==> config.mk <==
export PLATFORM = sky130hd
export DESIGN_NAME = somador_reg_flat
export DESIGN_NICKNAME = d
export VERILOG_FILES = /design/src/rtl/somador_reg_if.sv /design/src/rtl/somador_reg.sv /design/src/flat_wrapper.sv
export SDC_FILE = /design/constraint.sdc
export NUM_CORES = 1
export LEC_CHECK = 0
export ABC_AREA = 1
export CAP_MARGIN = 40
export CORE_AREA = 2 2 39 41
export DETAILED_ROUTE_END_ITERATION = 8
export DIE_AREA = 0 0 41 43
export PLACE_DENSITY = 0.3
export SLEW_MARGIN = 30
export SYNTH_ARGS = -nofsm -noshare
export SYNTH_HDL_FRONTEND = slang
export SYNTH_SLANG_ARGS = --single-unit
export TNS_END_PERCENT = 30
==> constraint.sdc <==
create_clock -name clk -period 1.7 [get_ports clk]
set_clock_uncertainty 0.2 [all_clocks]
set_input_delay 0.34 -clock clk [delete_from_list [all_inputs] [get_ports clk]]
set_output_delay 0.34 -clock clk [all_outputs]
set_load 0.02 [all_outputs]
==> src/rtl/somador_reg_if.sv <==
// Operand/result bundle for somador_reg: operands and load enable in,
// combinational and registered sum/carry out.
interface somador_reg_if #(
    parameter int WIDTH = 1
);
    logic             en;
    logic [WIDTH-1:0] a;
    logic [WIDTH-1:0] b;
    logic             c;
    logic [WIDTH-1:0] saida1;
    logic             saida2;
    logic [WIDTH-1:0] saida1_q;
    logic             saida2_q;
    logic             valid_q;

    // Producer of operands / consumer of results.
    modport master (
        output en, a, b, c,
        input  saida1, saida2, saida1_q, saida2_q, valid_q
    );

    // The adder itself.
    modport slave (
        input  en, a, b, c,
        output saida1, saida2, saida1_q, saida2_q, valid_q
    );
endinterface

==> src/rtl/somador_reg.sv <==
// Ripple-carry full adder (WIDTH-bit operands plus carry-in) with a
// zero-latency combinational result and a registered copy that is loaded
// under en. The registered copy and its valid flag clear asynchronously.

// One 1-bit full-adder cell of the ripple chain.
module somador_fa (
    input  logic a,
    input  logic b,
    input  logic ki,
    output logic s,
    output logic ko
);
    assign s  = a ^ b ^ ki;
    assign ko = (a & b) | (a & ki) | (b & ki);
endmodule

module somador_reg #(
    parameter int WIDTH = 1
) (
    input  logic         clk,
    input  logic         reset,
    somador_reg_if.slave bus
);
    logic [WIDTH-1:0] av;
    logic [WIDTH-1:0] bv;
    logic [WIDTH-1:0] sv;
    logic [WIDTH:0]   k;

    assign av   = bus.a;
    assign bv   = bus.b;
    assign k[0] = bus.c;

    // Carry ripples from bit 0 upward; k[WIDTH] is the carry-out, taken
    // before any truncation of the sum.
    for (genvar i = 0; i < WIDTH; i++) begin : g_fa
        somador_fa u_fa (
            .a  (av[i]),
            .b  (bv[i]),
            .ki (k[i]),
            .s  (sv[i]),
            .ko (k[i+1])
        );
    end

    assign bus.saida1 = sv;
    assign bus.saida2 = k[WIDTH];

    // Output register: async clear discards any held result; otherwise
    // load the settled combinational result when en is high, else hold.
    always_ff @(posedge clk or negedge reset) begin
        if (!reset) begin
            bus.saida1_q <= '0;
            bus.saida2_q <= 1'b0;
            bus.valid_q  <= 1'b0;
        end else if (bus.en) begin
            bus.saida1_q <= sv;
            bus.saida2_q <= k[WIDTH];
            bus.valid_q  <= 1'b1;
        end
    end
endmodule

==> src/flat_wrapper.sv <==
// flat-port wrapper written by rule: the top's interface ports become plain ports
module somador_reg_flat 
#(
    parameter int WIDTH = 1
)
  (clk, reset, bus_en, bus_a, bus_b, bus_c, bus_saida1, bus_saida2, bus_saida1_q, bus_saida2_q, bus_valid_q);
  somador_reg_if #(.WIDTH(WIDTH)) bus_i ();
  input  logic clk;
  input  logic reset;
  input wire logic [$bits(bus_i.en)-1:0] bus_en;
  input wire logic [$bits(bus_i.a)-1:0] bus_a;
  input wire logic [$bits(bus_i.b)-1:0] bus_b;
  input wire logic [$bits(bus_i.c)-1:0] bus_c;
  output wire logic [$bits(bus_i.saida1)-1:0] bus_saida1;
  output wire logic [$bits(bus_i.saida2)-1:0] bus_saida2;
  output wire logic [$bits(bus_i.saida1_q)-1:0] bus_saida1_q;
  output wire logic [$bits(bus_i.saida2_q)-1:0] bus_saida2_q;
  output wire logic [$bits(bus_i.valid_q)-1:0] bus_valid_q;
  assign bus_i.en = bus_en;
  assign bus_i.a = bus_a;
  assign bus_i.b = bus_b;
  assign bus_i.c = bus_c;
  assign bus_saida1 = bus_i.saida1;
  assign bus_saida2 = bus_i.saida2;
  assign bus_saida1_q = bus_i.saida1_q;
  assign bus_saida2_q = bus_i.saida2_q;
  assign bus_valid_q = bus_i.valid_q;
  somador_reg #(.WIDTH(WIDTH)) u_core (.clk(clk), .reset(reset), .bus(bus_i));
endmodule
==> reports/qor.tcl <==
set qor(post-route-period-util_pct) 99.1
set qor(rsz0062_at_grt) {false}
set qor(grt_util_all_layers_pct) 4.82
set qor(syn-mean-instance-area_sq_um) 10.6
set qor(synthesis.nets) 19
set qor(routed_wirelength_microns) 315
set qor(tritoncts_num_sinks) 3
set qor(grt_antenna_before_repair) 0
set qor(synth_cells) 12
set qor(final-setup-viol-count) 0
set qor(port_buffers) 10
set qor(p_per_area_mw_per_mm2) 996
set qor(cell_area_synth_sq_um) 128
set qor(final_max_tran_viols) 0
set qor(route.detailed.vias_per_inst) 3.07
set qor(sequential_area_share_after_synthesis_pct) 58.8
set qor(placedInstanceArea_sq_um) 263
set qor(timing.critical_path.slowest_cell_delay_ns) 0.57
set qor(timing.critical_path.to_type) {output pin}
set qor(detailed_place_hpwl_microns) 249
set qor(floorplan.io_pins) 11
set qor(area_growth_syn_to_layout_pct) 115
set qor(critical_path_peak_fanout) 2
set qor(die-area_sq_mm) 0.00176
set qor(gpl.final_weighted_congestion) 0.528
set qor(htree_levels) 1
set qor(fin_nets) 37
set qor(ant_nets) 0
set qor(finalCriticalPeriod_ns) 1.68
set qor(routed_length_per_placed_instance_microns) 7.00
set qor(synthesis.yosys.warnings) 0
set qor(clk_pin_slew_worst_paths_ns) 0.03
set qor(rows) 14
set qor(cts_hold_buffers) 0
set qor(routed-via-count) 138
set qor(clock_tree.buffer_depth) 2
set qor(max_freq_mhz) 594
set qor(clk_latency_ns) 0.23
set qor(clock_buffer_count_from_cts) 3
set qor(postSynthRegisterBits) 3
set qor(first_global_vias) 154
set qor(timing.reg2reg.setup_slack_ns) 0.80
set qor(timing.critical_path.from_type) {primary input}
set qor(grt_first_pass_wirelength_microns) 496
set qor(crit_slowest_cell) {fa_1}
set qor(maximum_number_of_pins_on_one_net_before_global_route_repair) 5
set qor(count_of_distinct_cell_types_in_the_synthesized_netlist) 5
set qor(final_count_of_hold_timing_violations) 0
set qor(criticalPathCategory) {primary input to output pin}
set qor(critical_path_required_ns) 1.16
set qor(drtIter0Drc) 1
set qor(whs_ns) 0.0946
set qor(hp_class) {primary input to asynchronous set/reset pin}
set qor(drc) 0
set qor(critical-path-top-delay-family) {adder cells}
set qor(commonest_non_fill_non_tap_cell_in_the_layout) {nand2_1}
set qor(global_route.overflow_total) 0
set qor(status) {finished clean}
set qor(tightestPinTransition_ns) 0.208
set qor(stdcell_area_sq_um) 274
set qor(max_cap_viols) 0
set qor(dieHeight_microns) 43
set qor(drive_above_1_share_pct) 37.9
set qor(core-area_sq_mm) 0.00138
set qor(buffers_and_inverters_on_the_worst_path) 2
set qor(drt_first_pass_iters) 4
set qor(total_leakage_power_nw) 0.137
set qor(worst_path_cell_trace) {buf_2 -> fa_1 -> buf_6}
set qor(peakVddDrop_mv) 0.140
set qor(effective_utilization_at_floorplan_pct) 9.22
set qor(cts_root_buf) {clkbuf_4}
set qor(timing.slew.headroom_pct) 86.2
set qor(critPathArrivalTime_ns) 1.14
set qor(cts_tree) {built}
set qor(die-width_microns) 41
set qor(n_antenna_cell) 0
==> final timing paths <==
check | startpoint | end | cells after the start
worst min register to register | u_core.bus.saida1_q | u_core.bus.saida1_q | 2
worst max register to register | u_core.bus.valid_q | u_core.bus.valid_q | 1
max in group asynchronous | reset | u_core.bus.saida1_q | 1
min in group clk | u_core.bus.saida1_q | u_core.bus.saida1_q | 2
worst max-delay path | bus_a | bus_saida1 | 3
worst min-delay path | reset | u_core.bus.saida2_q | 1
==> through the flow <==
step           std cells  power (mW)  util [%]  setup TNS, ns  setup slack (ns)
2_1_floorplan         12       0.110         -              0             0.162
3_3_place_gp          40       0.155      19.0          -1.59            -0.786
3_5_place_dp          40       0.156      19.0          -1.62            -0.801
4_1_cts               45       0.284      20.2       -0.00910          -0.00910
5_1_grt               45       0.290      19.8              0           0.00271
6_report              45       0.273      19.8              0            0.0160
==> synthesized netlist by cell type <==
master / count / area [sq um]
fa_1: 1 / 20.0
nand2_1: 6 / 22.5
inv_1: 1 / 3.75
or2_1: 1 / 6.26
dfrtp_1: 3 / 75.1
==> flip-flops by register name (all words and copies together) (netlist names) <==
| name | count |
|---|---|
| u_core.bus.valid_q | 1 |
| u_core.bus.saida1_q | 1 |
| u_core.bus.saida2_q | 1 |
==> cell families after synthesis <==
kind of cell	Yosys count	share of synthesized area, %
flops	3	58.8
buf+inv	1	2.94
simple gates	7	22.6
fa+ha+maj	1	15.7
==> cell type report <==
| type | instances | area (sq um) |
|---|---|---|
| tap | 16 | 20.0 |
| fill | 165 | 1110 |
| clock buffer | 4 | 26.3 |
| sequential | 3 | 75.1 |
| inverter | 1 | 3.75 |
| multi-input combinational | 8 | 48.8 |
| timing repair buffer | 13 | 100 |
==> power by group <==
part           total [mW]  switching [mW]  leakage, nW  internal (mW)
sequential         0.0806         0.00261       0.0331         0.0780
clock               0.123          0.0349       0.0150         0.0878
combinational      0.0696          0.0329       0.0888         0.0367
total               0.273          0.0703        0.137          0.203
==> timing repair <==
action / 4_1_cts / 5_1_grt
resized for setup: 23 / 1
pin swaps: 1 / 1
buffers inserted: 1 / 0
endpoints found under the setup margin: 5 / 1
==> layer usage <==
layer	wire [microns]	global-route usage, %	vias up
li1	-	-	68
met1	126	4.52	59
met2	133	5.63	11
met3	55	2.09	0
met4	0	8.00	0
met5	0	0	-
Power figures use the tool's default switching activity.
